===== src/rtl/lcd_refresh_sequencer_pkg.sv =====
// rtl/lcd_refresh_sequencer_pkg.sv - HD44780 command codes and sequencer state encoding
package lcd_pkg;

    localparam logic [7:0] CMD_FUNC_SET = 8'h38;
    localparam logic [7:0] CMD_DISP_ON  = 8'h0C;
    localparam logic [7:0] CMD_ENTRY    = 8'h06;
    localparam logic [7:0] CMD_CLEAR    = 8'h01;
    localparam logic [7:0] CMD_LINE1    = 8'h80;
    localparam logic [7:0] CMD_LINE2    = 8'hC0;
    localparam logic [7:0] CHAR_SPACE   = 8'h20;

    typedef enum logic [2:0] {
        PWR_WAIT,
        FUNC_SET,
        DISP_ON,
        ENTRY,
        CLEAR,
        ADDR1,
        WR_CHAR,
        ADDR2
    } state_t;

    // Bus byte for command states; data slots take char_in instead.
    function automatic logic [7:0] state_cmd(input state_t s);
        case (s)
            FUNC_SET: return CMD_FUNC_SET;
            DISP_ON:  return CMD_DISP_ON;
            ENTRY:    return CMD_ENTRY;
            CLEAR:    return CMD_CLEAR;
            ADDR1:    return CMD_LINE1;
            ADDR2:    return CMD_LINE2;
            default:  return CHAR_SPACE;
        endcase
    endfunction

endpackage


===== src/rtl/lcd_refresh_sequencer_if.sv =====
// rtl/lcd_refresh_sequencer_if.sv - formatter handshake and LCD pin bundle
interface lcd_refresh_sequencer_if;

    logic [7:0] char_in;
    logic [4:0] index;
    logic       lcd_e;
    logic       lcd_rs;
    logic       lcd_rw;
    logic [7:0] lcd_data;
    logic       init_done;
    logic       frame_done;

    modport master (
        input  char_in,
        output index,
        output lcd_e,
        output lcd_rs,
        output lcd_rw,
        output lcd_data,
        output init_done,
        output frame_done
    );

    modport slave (
        output char_in,
        input  index,
        input  lcd_e,
        input  lcd_rs,
        input  lcd_rw,
        input  lcd_data,
        input  init_done,
        input  frame_done
    );

endinterface


===== src/rtl/lcd_refresh_sequencer_slot_timer.sv =====
// rtl/lcd_refresh_sequencer_slot_timer.sv - per-transaction cycle counter with enable-window decode
module lcd_slot_timer #(
    parameter int SLOT_CYCLES = 2000
) (
    input  logic clk,
    input  logic rst,
    input  logic run,
    output logic slot_start,
    output logic slot_prelast,
    output logic slot_last,
    output logic e_window
);

    localparam int CW = $clog2(SLOT_CYCLES);
    localparam logic [CW-1:0] LAST    = CW'(SLOT_CYCLES - 1);
    localparam logic [CW-1:0] PRELAST = CW'(SLOT_CYCLES - 2);
    localparam logic [CW-1:0] HALF    = CW'(SLOT_CYCLES / 2);

    logic [CW-1:0] cnt_q;
    logic [CW-1:0] cnt_d;

    // Held at zero while idle so the first slot starts cleanly on run.
    always_comb begin
        cnt_d = '0;
        if (run && (cnt_q != LAST)) begin
            cnt_d = cnt_q + 1'b1;
        end
    end

    always_ff @(posedge clk or negedge rst) begin
        if (!rst) begin
            cnt_q <= '0;
        end else begin
            cnt_q <= cnt_d;
        end
    end

    assign slot_start   = run && (cnt_q == '0);
    assign slot_prelast = run && (cnt_q == PRELAST);
    assign slot_last    = run && (cnt_q == LAST);
    assign e_window     = run && (cnt_q != '0) && (cnt_q <= HALF);

endmodule


===== src/rtl/lcd_refresh_sequencer.sv =====
// rtl/lcd_refresh_sequencer.sv - HD44780 8-bit init sequence and free-running 16x2 refresh
module lcd_refresh_sequencer
    import lcd_pkg::*;
#(
    parameter int SLOT_CYCLES     = 2000,
    parameter int PWR_WAIT_CYCLES = 750000,
    parameter int CLR_SLOTS       = 8
) (
    input  logic                      clk,
    input  logic                      rst,
    lcd_refresh_sequencer_if.master   bus
);

    localparam int PW  = $clog2(PWR_WAIT_CYCLES + 1);
    localparam int CLW = $clog2(CLR_SLOTS + 1);
    localparam logic [PW-1:0]  PWR_LAST = PW'(PWR_WAIT_CYCLES - 1);
    localparam logic [CLW-1:0] CLR_LAST = CLW'(CLR_SLOTS - 1);

    state_t         state_q,      state_d;
    logic [PW-1:0]  pwr_cnt_q,    pwr_cnt_d;
    logic [CLW-1:0] clr_cnt_q,    clr_cnt_d;
    logic [4:0]     index_q,      index_d;
    logic           lcd_e_q,      lcd_e_d;
    logic           lcd_rs_q,     lcd_rs_d;
    logic [7:0]     lcd_data_q,   lcd_data_d;
    logic           init_done_q,  init_done_d;
    logic           frame_done_q, frame_done_d;

    logic run;
    logic slot_start;
    logic slot_prelast;
    logic slot_last;
    logic e_window;

    assign run = (state_q != PWR_WAIT);

    lcd_slot_timer #(
        .SLOT_CYCLES (SLOT_CYCLES)
    ) u_slot_timer (
        .clk          (clk),
        .rst          (rst),
        .run          (run),
        .slot_start   (slot_start),
        .slot_prelast (slot_prelast),
        .slot_last    (slot_last),
        .e_window     (e_window)
    );

    always_comb begin
        state_d      = state_q;
        pwr_cnt_d    = pwr_cnt_q;
        clr_cnt_d    = clr_cnt_q;
        index_d      = index_q;
        lcd_rs_d     = lcd_rs_q;
        lcd_data_d   = lcd_data_q;
        init_done_d  = init_done_q;
        frame_done_d = 1'b0;

        // Clear needs a long execution time, so only its first slot strobes.
        lcd_e_d = e_window && ((state_q != CLEAR) || (clr_cnt_q == '0));

        if (slot_start) begin
            lcd_rs_d   = (state_q == WR_CHAR);
            lcd_data_d = (state_q == WR_CHAR) ? bus.char_in : state_cmd(state_q);
        end

        // Advance one cycle before the slot ends so the formatter's registered
        // output is settled by the next slot's sampling point; 31 wraps to 0.
        if (slot_prelast && (state_q == WR_CHAR)) begin
            index_d = index_q + 1'b1;
        end

        case (state_q)
            PWR_WAIT: begin
                if (pwr_cnt_q == PWR_LAST) begin
                    pwr_cnt_d = '0;
                    state_d   = FUNC_SET;
                end else begin
                    pwr_cnt_d = pwr_cnt_q + 1'b1;
                end
            end
            FUNC_SET: if (slot_last) state_d = DISP_ON;
            DISP_ON:  if (slot_last) state_d = ENTRY;
            ENTRY:    if (slot_last) state_d = CLEAR;
            CLEAR: begin
                if (slot_last) begin
                    if (clr_cnt_q == CLR_LAST) begin
                        clr_cnt_d   = '0;
                        init_done_d = 1'b1;
                        state_d     = ADDR1;
                    end else begin
                        clr_cnt_d = clr_cnt_q + 1'b1;
                    end
                end
            end
            ADDR1: if (slot_last) state_d = WR_CHAR;
            WR_CHAR: begin
                // index already holds the next position here: 16 ends line 1,
                // 0 ends line 2.
                if (slot_last) begin
                    if (index_q == 5'd16) begin
                        state_d = ADDR2;
                    end else if (index_q == 5'd0) begin
                        state_d      = ADDR1;
                        frame_done_d = 1'b1;
                    end
                end
            end
            ADDR2: if (slot_last) state_d = WR_CHAR;
            default: state_d = PWR_WAIT;
        endcase
    end

    always_ff @(posedge clk or negedge rst) begin
        if (!rst) begin
            state_q      <= PWR_WAIT;
            pwr_cnt_q    <= '0;
            clr_cnt_q    <= '0;
            index_q      <= '0;
            lcd_e_q      <= 1'b0;
            lcd_rs_q     <= 1'b0;
            lcd_data_q   <= 8'h00;
            init_done_q  <= 1'b0;
            frame_done_q <= 1'b0;
        end else begin
            state_q      <= state_d;
            pwr_cnt_q    <= pwr_cnt_d;
            clr_cnt_q    <= clr_cnt_d;
            index_q      <= index_d;
            lcd_e_q      <= lcd_e_d;
            lcd_rs_q     <= lcd_rs_d;
            lcd_data_q   <= lcd_data_d;
            init_done_q  <= init_done_d;
            frame_done_q <= frame_done_d;
        end
    end

    assign bus.index      = index_q;
    assign bus.lcd_e      = lcd_e_q;
    assign bus.lcd_rs     = lcd_rs_q;
    assign bus.lcd_rw     = 1'b0;
    assign bus.lcd_data   = lcd_data_q;
    assign bus.init_done  = init_done_q;
    assign bus.frame_done = frame_done_q;

endmodule


===== src/flat_wrapper.sv =====
// flat-port wrapper written by rule: the top's interface ports become plain ports
module lcd_refresh_sequencer_flat import lcd_pkg::*;
#(
    parameter int SLOT_CYCLES     = 2000,
    parameter int PWR_WAIT_CYCLES = 750000,
    parameter int CLR_SLOTS       = 8
)
  (clk, rst, bus_char_in, bus_index, bus_lcd_e, bus_lcd_rs, bus_lcd_rw, bus_lcd_data, bus_init_done, bus_frame_done);
  lcd_refresh_sequencer_if bus_i ();
  input  logic clk;
  input  logic rst;
  input wire logic [$bits(bus_i.char_in)-1:0] bus_char_in;
  output wire logic [$bits(bus_i.index)-1:0] bus_index;
  output wire logic [$bits(bus_i.lcd_e)-1:0] bus_lcd_e;
  output wire logic [$bits(bus_i.lcd_rs)-1:0] bus_lcd_rs;
  output wire logic [$bits(bus_i.lcd_rw)-1:0] bus_lcd_rw;
  output wire logic [$bits(bus_i.lcd_data)-1:0] bus_lcd_data;
  output wire logic [$bits(bus_i.init_done)-1:0] bus_init_done;
  output wire logic [$bits(bus_i.frame_done)-1:0] bus_frame_done;
  assign bus_i.char_in = bus_char_in;
  assign bus_index = bus_i.index;
  assign bus_lcd_e = bus_i.lcd_e;
  assign bus_lcd_rs = bus_i.lcd_rs;
  assign bus_lcd_rw = bus_i.lcd_rw;
  assign bus_lcd_data = bus_i.lcd_data;
  assign bus_init_done = bus_i.init_done;
  assign bus_frame_done = bus_i.frame_done;
  lcd_refresh_sequencer #(.SLOT_CYCLES(SLOT_CYCLES), .PWR_WAIT_CYCLES(PWR_WAIT_CYCLES), .CLR_SLOTS(CLR_SLOTS)) u_core (.clk(clk), .rst(rst), .bus(bus_i));
endmodule

===== config.mk =====
export PLATFORM = sky130hd
export DESIGN_NAME = lcd_refresh_sequencer_flat
export DESIGN_NICKNAME = d
export VERILOG_FILES = /design/src/rtl/lcd_refresh_sequencer_pkg.sv /design/src/rtl/lcd_refresh_sequencer_if.sv /design/src/rtl/lcd_refresh_sequencer_slot_timer.sv /design/src/rtl/lcd_refresh_sequencer.sv /design/src/flat_wrapper.sv
export SDC_FILE = /design/constraint.sdc
export NUM_CORES = 1
export LEC_CHECK = 0
export ABC_AREA = 0
export CORE_MARGIN = 10
export CORE_UTILIZATION = 40
export CTS_CLUSTER_DIAMETER = 150
export CTS_CLUSTER_SIZE = 10
export DETAILED_ROUTE_END_ITERATION = 12
export PLACE_DENSITY = 0.65
export SYNTH_ARGS = -nofsm -noshare
export SYNTH_HDL_FRONTEND = slang
export SYNTH_SLANG_ARGS = --single-unit

===== constraint.sdc =====
create_clock -name clk -period 2.63 [get_ports clk]
set_input_delay 0.526 -clock clk [delete_from_list [all_inputs] [get_ports clk]]
set_output_delay 0.526 -clock clk [all_outputs]
set_load 0.005 [all_outputs]

### After elaboration in Yosys (flattened, before gate mapping)

Cells that the tools add are included.

* $add $sub $neg: 4
* magnitude comparators: 1
* equal/unequal tests: 23
* mux-type cells: 20
* reductions and logical operators: 19

Operators with widths (count)
* $pmux W8 S6: 1
* $mux W3: 10
* $eq A11 B11 Y1 const B: 2
* $pmux W3 S7: 1
* $add A20 B1 Y20 const B: 1
* $eq A20 B20 Y1 const B: 1
* $mux W20: 1
* $ne A2 B1 Y1 const B: 8
* $eq A3 B3 Y1 const B: 4
* $add A11 B1 Y11 const B: 1
* $le A11 B10 Y1 const B: 1
* $logic_not A11 Y1: 1
* $mux W11: 1
* $ne A11 B11 Y1 const B: 1
* $reduce_bool A11 Y1: 1
* $reduce_and A9 Y1: 1
* $logic_and A1 B1 Y1: 8
* $mux W8: 1
* $eq A3 B2 Y1 const B: 2
* $ne A3 B3 Y1 const B: 2
* $add A5 B1 Y5 const B: 1
* $eq A5 B5 Y1 const B: 1
* $logic_not A5 Y1: 1
* $add A4 B1 Y4 const B: 1
* 11 further kinds: 14

* flip-flop bits (word level): 55
* logic and storage cells: 77

### Longest topological paths before layout

Gate-level depths: netlist of run 1.

* depth after elaboration: 5
* depth in mapped cells: 8
* depth with buffers taken out: 6

### By module

From an unflattened synthesis of run 1, not the netlist that was laid out.

* cell total of the unflattened synthesis: 292
* area, all modules: 2866.5 um^2

By module, submodules not included
* lcd_refresh_sequencer: instances 1, cells each 221, area each 2199.6 um^2
* lcd_slot_timer: instances 1, cells each 71, area each 666.9 um^2

### Least setup slack after synthesis of run 1

No wires, ideal clock.

* path kind: register -> register
* start point: reg u_core.state_q[2]
* end point: reg u_core.pwr_cnt_q[13]
* library setup time: 0.078 ns
* data arrival time: 1.979 ns
* required time: 2.552 ns
* path slack: 0.573 ns
* cell stages (with the launch flop): 7
* period minus slack after synthesis: 2.057 ns
* path through: dfrtp_1 -> buf_6 -> or3_4 -> or3_1 -> clkbuf_2 -> or4_1 -> a21oi_1

* word-level cells in the longest chain between the ends: 1

RTL lines
* start, declared: line lcd_refresh_sequencer.sv:19 `state_t state_q, state_d;`
* start signal, assigned: line lcd_refresh_sequencer.sv:126 `state_q <= state_d;`
* $logic_not A3 Y1: line lcd_refresh_sequencer.sv:73 `case (state_q)`
* end signal, assigned: line lcd_refresh_sequencer.sv:127 `pwr_cnt_q <= pwr_cnt_d;`
* end, declared: line lcd_refresh_sequencer.sv:20 `logic [PW-1:0] pwr_cnt_q, pwr_cnt_d;`

No other way between the ends.
A chain may end at the register's enable or synchronous reset.

### Final worst setup path of run 1

Same ends and word-level chain as after synthesis.

==> qor.csv, run 1 <==
stage,metric,value,unit
clocking,clk_pin_slew,0.10,ns
run,drv_cap,0,
placement,placedCellCount,410,
timing,whs,0.346,ns
yosys,synth-seq-cells,55,
timing,timing.fmax,0.484,GHz
timing,period_minus_slack,2.07,ns
timing,relSlewSlack,0.541,
floorplan,rows,30,
critical_path,startpoint_type,flip-flop,
timing,finalSetupTns,0,ns
critical_path,r2r_slack,0.56,ns
timing,drv_slew,0,
yosys,syn_nets,312,
routing,drc,0,
yosys,synthFlopType,dfrtp_1,
clocking,clock_latency,0.31,ns
routing,ant_nets,0,
timing,finClkSkew,0.0105,ns
final_layout,stdcell_count,417,
final_layout,drive_gt1_frac,0.0592,
pwr,p_per_area,428,nW/um2
yosys,synth.distinct_cells,49,
grt,grt_pass1_vias,2135,
routing,vias,2198,
routing,wl_per_cell,14.5,um
timing,hold_violations,0,
clocking,cts_made_buffers,5,
grt,grt_max_degree,56,
yosys,yosysWarningCount,0,
grt,grtUsageTotal,0.112,
placement,gp_congestion,0.799,
clocking,cts_setup_buffers,0,
critical_path,end_kind,flip-flop,
yosys,avgSynthCellArea,9.72,um2
pwr,power_leakage,1.41,nW
critical_path,arrival,2.30,ns
placement,portBuffers,26,
routing,first_pass_iters,4,
critical_path,worstPathRequired,2.87,ns
placement,place_hpwl,4260,um
yosys,synthCells,294,
min_path,hp-class,in2async,
clocking,htree_num_levels,2,
timing,min_period_over_period,0.786,
final_layout,fin_nets,339,
critical_path,r2r_cells,4,
routing,wl,6060,um
yosys,syn-cell-area,2860,um2
floorplan,die_height,105,um
critical_path,worstReg2RegEnd,u_core.pwr_cnt_q[13],
clocking,cts.sink_count,55,
yosys,postSynth.asyncResetShare,1.00,
routing,vias_per_cell,5.27,
grt,grt-ovfl-total,0,
floorplan,dieArea,10900,um2
outcome,status,"finished, final reports clean",
timing,rsz0062_at_grt,no,
timing,tightest_slew,0.688,ns
yosys,yosysSeqAreaShare,0.482,
floorplan,initial_core_util,0.416,
floorplan,ioPinCount,28,
clocking,cts_hold_buf,0,
final_layout,num_antenna_cells,0,
floorplan,core-area,6870,um2
clocking,root_buffer,clkbuf_8,
clocking,cts_resized,0,
grt,grt_antenna_before_repair,0,
final_layout,area_growth,16.3,%
clocking,tritoncts,yes,
floorplan,die_x,105,um
pwr,ir_worst_vdd,215,uV
critical_path,criticalPathCategory,reg2reg,
critical_path,r2r-start,u_core.state_q[2],
timing,finalSetupViolations,0,
critical_path,crit_path_max_fanout,12,
clocking,clock_path_buffers,2,
yosys,synth_edf_count,0,
grt,grt_first_pass_wirelength,10400,um
routing,drt_iter0_markers,126,
## routing by layer
| metal | vias up | global-route usage | part of all wire |
|---|---|---|---|
| met3 | 6 | 0.0378 | 0.053 |
| li1 | 1094 | - | - |
| met2 | 41 | 0.164 | 0.42 |
| met1 | 1057 | 0.151 | 0.51 |
| met5 | - | 0 | 0 |
| met4 | 0 | 0.0388 | 0.011 |
## area by class of cell
class / count / area, um2
Multi-Input combinational cell: 214 / 1370
Clock buffer: 6 / 72.6
Timing Repair Buffer: 32 / 300
Clock inverter: 1 / 30.0
Tap cell: 96 / 120
Sequential cell: 55 / 1380
Fill cell: 633 / 3550
Inverter: 13 / 48.8
## registers in the layout (all words and copies together) (netlist names), 3 cells and up
name	cells
u_core.bus.index	5
u_core.bus.lcd_data	8
u_core.clr_cnt_q	4
u_core.pwr_cnt_q	20
u_core.state_q	3
u_core.u_slot_timer.cnt_q	11
## metrics by stage
step / worst slack [ns] / total power [mW] / cell area, um2 / util
after floorplan: 0.573 / 0.864 / 2860 / -
after global placement: 0.603 / 0.894 / 3220 / 0.469
after detailed placement: 0.583 / 0.893 / 3220 / 0.469
after CTS: 0.556 / 1.44 / 3320 / 0.484
after global routing: 0.408 / 1.49 / 3320 / 0.484
final: 0.563 / 1.42 / 3320 / 0.484
## cells in the final DEF, fill, tap and decap left out, drive strengths merged, types with 9 or more instances in the layout
cell type,instances
nand2,34
a21oi,9
nand4,11
nor2,19
o21ai,11
inv,13
nand3,13
xnor2,12
dfrtp,55
clkdlybuf4s50,25
xor2,13
## Yosys cell counts (9+ instances only)
| master | number | area [um2] |
|---|---|---|
| xnor2_1 | 12 | 105 |
| a21oi_1 | 9 | 45.0 |
| xor2_1 | 13 | 114 |
| nand2_1 | 34 | 128 |
| dfrtp_1 | 55 | 1380 |
| clkbuf_1 | 9 | 33.8 |
| inv_1 | 13 | 48.8 |
| nand3_1 | 13 | 65.1 |
| nand4_1 | 11 | 68.8 |
| o21ai_0 | 11 | 55.1 |
| nor2_1 | 19 | 71.3 |
## cell families (layout without fill, tap and decap cells)
family | count (synthesis) | in the layout | share of synthesized area
multiplexers | 4 | 4 | 0.0149
AO/OA/AOI/OAI | 44 | 44 | 0.104
other | 1 | 1 | 0.00131
adder cells (fa/ha/maj) | 8 | 8 | 0.0350
AND/OR/NAND/NOR | 132 | 132 | 0.249
buffers and inverters | 25 | 52 | 0.0372
flip-flops | 55 | 55 | 0.482
XOR/XNOR | 25 | 25 | 0.0767
## worst max path at each step
stage,startpoint,end,slack (ns),cells after the start
floorplan,u_core.state_q[2],u_core.pwr_cnt_q[13],0.57,6
global placement,u_core.state_q[2],u_core.pwr_cnt_q[17],0.60,4
detailed placement,u_core.state_q[2],u_core.pwr_cnt_q[13],0.58,4
CTS,u_core.state_q[2],u_core.pwr_cnt_q[13],0.56,4
global route,u_core.state_q[2],u_core.pwr_cnt_q[13],0.41,4
finish,u_core.state_q[2],u_core.pwr_cnt_q[13],0.56,4
## power by group
| part | switching [mW] | internal, mW | leakage, nW |
|---|---|---|---|
| clock network | 0.267 | 0.280 | 0.0513 |
| logic | 0.0180 | 0.0121 | 0.633 |
| registers | 0 | 0.845 | 0.723 |
| total | 0.285 | 1.14 | 1.41 |
## worst max-delay path: stages (launching register included)
cell,delay [ns]
dfrtp_1,0.38
or3_4,0.45
or3_1,0.49
or4_1,0.53
a21oi_1,0.15
Note: power is estimated with default switching activity, not from simulation.
==> inputs of run 2 (changes only) <==
clock period = 2 ns   (was 2.63 ns; I/O delays follow)
==> qor.csv, run 2 (synthesis results as in run 1) <==
stage,metric,value,unit
critical_path,end_kind,flip-flop,
timing,timing.fmax,0.540,GHz
outcome,status,"finished, final reports clean",
timing,hold_violations,0,
placement,gp_congestion,0.779,
placement,portBuffers,26,
critical_path,worst_path_largest_cell_delay,0.50,ns
timing,finalSetupViolations,0,
timing,drv_slew,0,
pwr,p_sw_frac,0.204,
pwr,p_sw,384,uW
grt,grt_max_degree,35,
grt,grt-ovfl-total,0,
routing,vias,2246,
min_path,hp-class,in2async,
final_layout,largest_register_ffs,20,
clocking,cts_hold_buf,0,
floorplan,ioPinCount,28,
run,drv_cap,0,
placement,dpl_cell_area,3290,um2
clocking,cts.sink_count,55,
pwr,p_per_area,550,nW/um2
timing,finClkSkew,0.0126,ns
floorplan,die_x,105,um
final_layout,fin_nets,348,
critical_path,cp_slowest_cell,or3b_2,
final_layout,most-common-layout-cells,"55 x dfrtp_1, 34 x nand2_1, 25 x clkdlybuf4s50_1, 19 x nor2_1, 14 x buf_4",
grt,grt_antenna_before_repair,0,
timing,rsz0062_at_grt,no,
timing,whs,0.0632,ns
pwr,power_leakage,1.46,nW
critical_path,arrival,2.04,ns
placement,place_hpwl,4550,um
final_layout,final_common_cell,dfrtp_1,
critical_path,startpoint_type,flip-flop,
floorplan,rows,30,
pwr,internal_power,1.50,mW
routing,drc,0,
grt,grt_pass1_vias,2191,
clocking,clk_pin_slew,0.10,ns
final_layout,num_antenna_cells,0,
pwr,pwr-share-seq,0.591,
final_layout,drive_gt1_frac,0.0970,
floorplan,initial_core_util,0.416,
critical_path,cp_cell_sequence,or3b_2 -> nor4_1 -> buf_4 -> nand4_1 -> xnor2_1,
floorplan,dieArea,10900,um2
clocking,root_buffer,clkbuf_8,
timing,period_minus_slack,1.85,ns
timing,tightest_slew,0.538,ns
routing,drt_iter0_markers,150,
clocking,cts_made_buffers,5,
final_layout,area_growth,19.7,%
floorplan,core-area,6870,um2
critical_path,worstPathRequired,2.19,ns
timing,relSlewSlack,0.641,
pwr,p_clk_frac,0.386,
routing,wl_per_cell,14.7,um
critical_path,crit_path_max_fanout,6,
floorplan,die_height,105,um
grt,grt_first_pass_wirelength,10700,um
routing,wl,6240,um
pwr,ir_worst_vdd,294,uV
critical_path,criticalPathCategory,reg2reg,
final_layout,final_area,3420,um2
routing,first_pass_iters,4,
pwr,comb_power_share,0.023,
timing,finalSetupTns,0,ns
clocking,clock_latency,0.31,ns
clocking,clock_path_buffers,2,
clocking,htree_num_levels,2,
placement,dp_slack,0.0716,ns
routing,vias_per_cell,5.27,
timing,min_period_over_period,0.925,
grt,grtUsageTotal,0.116,
final_layout,largest_register,u_core.pwr_cnt_q,
routing,ant_nets,0,
clocking,tritoncts,yes,
timing,setup_slack,0.150,ns
-- run 2: power groups by stage --
stage / Combinational (mW) / Sequential [mW] / Clock, mW
after floorplan: 0.00261 / 1.13 / 0
after global placement: 0.0456 / 1.13 / 0
after detailed placement: 0.0461 / 1.13 / 0
after CTS: 0.0460 / 1.11 / 0.742
after global routing: 0.0497 / 1.11 / 0.788
final: 0.0437 / 1.11 / 0.727
-- run 2: layer usage --
layer  wire [um]  share of wire  global-route usage  vias up
met5           0              0                   0        -
met1        3080           0.49               0.159     1068
li1            -              -                   -     1117
met4          74          0.012              0.0338        0
met2        2780           0.44               0.170       52
met3         314          0.050              0.0353        9
-- run 2: final cells by class --
class | instances | area (um2)
Clock buffer | 6 | 72.6
Clock inverter | 1 | 30.0
Fill cell | 639 | 3450
Inverter | 13 | 48.8
Multi-Input combinational cell | 214 | 1390
Sequential cell | 55 | 1380
Tap cell | 96 | 120
Timing Repair Buffer | 41 | 380
-- run 2: final timing paths --
kind | cells after the start | from | endpoint | slack [ns]
max | 5 | u_core.u_slot_timer.cnt_q[10] | u_core.bus.index[4] | 0.15
min | 1 | rst | u_core.bus.frame_done | 0.06
max reg2reg | 5 | u_core.u_slot_timer.cnt_q[10] | u_core.bus.index[4] | 0.15
min reg2reg | 1 | u_core.pwr_cnt_q[19] | u_core.pwr_cnt_q[19] | 0.48
max in group asynchronous | 2 | rst | u_core.u_slot_timer.cnt_q[1] | 1.37
min in group clk | 1 | u_core.pwr_cnt_q[19] | u_core.pwr_cnt_q[19] | 0.48
-- run 2: repair_timing --
action	CTS	global route
endpoints found under the setup margin	0	7
resized for setup	0	4
setup buffers	0	1
-- run 2: worst max-delay path, delay by kind of cell (launching register included) --
| kind | cells | cell delay [ns] |
|---|---|---|
| flops | 1 | 0.42 |
| simple gates | 3 | 0.97 |
| xor+xnor | 1 | 0.14 |
| buf+inv | 1 | 0.21 |
-- run 2: metrics by stage --
stage / total power, mW / cells / util
2_1_floorplan: 1.14 / 294 / -
3_3_place_gp: 1.18 / 418 / 0.479
3_5_place_dp: 1.18 / 418 / 0.479
4_1_cts: 1.90 / 425 / 0.494
5_1_grt: 1.95 / 426 / 0.498
6_report: 1.88 / 426 / 0.498
==> inputs of run 3 (changes only) <==
PLACE_DENSITY = default   (was 0.65)
RECOVER_POWER = 100   (was default)
==> qor.csv, run 3 (synthesis results as in run 1) <==
stage,metric,value,unit
outcome,status,"finished, final reports clean",
routing,drc,0,
clocking,clk_pin_slew,0.10,ns
clocking,clock_latency,0.31,ns
placement,gp_congestion,0.795,
critical_path,crit_path_max_fanout,7,
timing,finalSetupViolations,0,
pwr,p_per_area,521,nW/um2
timing,min_period_over_period,0.949,
floorplan,ioPinCount,28,
run,drv_cap,0,
timing,period_minus_slack,1.90,ns
timing,rsz0062_at_grt,no,
critical_path,end_kind,flip-flop,
placement,dp_slack,0.100,ns
timing,finClkSkew,0.0117,ns
placement,portBuffers,26,
timing,timing.fmax,0.527,GHz
grt,grt_max_degree,24,
floorplan,rows,30,
timing,finalSetupTns,0,ns
grt,grt_first_pass_wirelength,11000,um
critical_path,startpoint_type,flip-flop,
grt,met2_usage,0.163,
floorplan,dieArea,10900,um2
critical_path,criticalPathCategory,reg2reg,
clocking,cts_made_buffers,5,
placement,place_hpwl,4750,um
timing,setup_slack,0.102,ns
timing,hold_violations,0,
floorplan,die_x,105,um
routing,drt_iter0_markers,101,
grt,grtUsageMet1,0.172,
clocking,root_buffer,clkbuf_8,
timing,tightest_slew,1.32,ns
final_layout,num_antenna_cells,0,
pwr,ir_worst_vdd,262,uV
pwr,power_leakage,1.45,nW
floorplan,die_height,105,um
floorplan,initial_core_util,0.416,
routing,wl_per_cell,15.1,um
grt,grt_pass1_vias,2175,
pwr,design_power_total,1.76,mW
critical_path,arrival,2.14,ns
placement,placedCellCount,421,
final_layout,stdcell_count,430,
clocking,tritoncts,yes,
clocking,htree_num_levels,2,
clocking,cts.sink_count,55,
routing,ant_nets,0,
routing,wl,6490,um
final_layout,area_growth,18.0,%
grt,grt-ovfl-total,0,
final_layout,most-common-layout-cells,"55 x dfrtp_1, 34 x nand2_1, 19 x nor2_1, 17 x dlygate4sd3_1",
final_layout,largest_register,u_core.pwr_cnt_q,
routing,vias_per_cell,5.23,
routing,vias,2250,
clocking,clock_path_buffers,2,
final_layout,largest_register_ffs,20,
final_layout,final_common_cell,dfrtp_1,
critical_path,worstPathRequired,2.24,ns
clocking,cts_hold_buf,0,
grt,use_met3,0.0347,
critical_path,r2r_slack,0.10,ns
routing,first_pass_iters,4,
timing,drv_slew,0,
grt,grtUsageTotal,0.119,
final_layout,drive_gt1_frac,0.0808,
grt,grt_antenna_before_repair,0,
timing,relSlewSlack,0.122,
floorplan,core-area,6870,um2
final_layout,fin_nets,351,
min_path,hp-class,in2async,
grt,grt.busiest_layer,met1,
==> run 3: cell count changes in the layout (fill, tap and decap cells not counted), moves of 4 or more <==
| cell | previous run | this run |
|---|---|---|
| buf_4 | 14 | 9 |
| clkbuf_1 | 1 | 8 |
| clkbuf_2 | 0 | 4 |
| clkdlybuf4s50_1 | 25 | 8 |
| dlygate4sd3_1 | 0 | 17 |
==> run 3: timing repair <==
| action | in CTS | in global routing |
|---|---|---|
| gates resized for setup | 0 | 2 |
| endpoints found under the setup margin | 0 | 6 |
| setup buffers | 0 | 1 |
==> run 3: cell type report <==
class | instances | area (um2)
fillers | 657 | 3500
clock inverters | 1 | 5.00
clock buffers | 7 | 76.3
flip-flops and latches | 55 | 1380
well taps | 96 | 120
multi-input cells | 214 | 1390
inverters | 13 | 48.8
repair buffers | 44 | 360
==> run 3: per-layer routing <==
| layer | vias up | routed length [um] |
|---|---|---|
| li1 | 1123 | - |
| met1 | 1090 | 3270 |
| met2 | 32 | 2800 |
| met3 | 5 | 345 |
| met4 | 0 | 71 |
| met5 | - | 0 |
==> run 3: path summary, 6_finish.rpt <==
path | startpoint | cells past startpoint | endpoint
max | u_core.state_q[2] | 4 | u_core.pwr_cnt_q[13]
min reg2reg | u_core.pwr_cnt_q[19] | 1 | u_core.pwr_cnt_q[19]
max in group asynchronous | rst | 2 | u_core.u_slot_timer.cnt_q[8]
min | rst | 1 | u_core.state_q[1]
min in group clk | u_core.pwr_cnt_q[19] | 1 | u_core.pwr_cnt_q[19]
max reg2reg | u_core.state_q[2] | 4 | u_core.pwr_cnt_q[13]
==> run 3: power by group <==
group	leakage, nW	internal (mW)	switching (mW)
Clock	0.0422	0.247	0.357
Combinational	0.690	0.0155	0.0260
Sequential	0.723	1.11	0
Total	1.45	1.37	0.383
==> run 3: per-stage QoR <==
stage | area [um2] | hold WS, ns | utilization
floorplan | 2860 | 0.104 | -
global placement | 3300 | 0.406 | 0.481
detailed placement | 3300 | 0.417 | 0.481
CTS | 3380 | 0.0691 | 0.493
global route | 3370 | 0.442 | 0.491
finish | 3370 | 0.362 | 0.491
==> run 3: critical path, cell delays in order (launching register included) <==
cell,delay (ns)
dfrtp_1,0.38
or3_4,0.38
or3_1,0.49
or4_1,0.43
a21oi_1,0.14
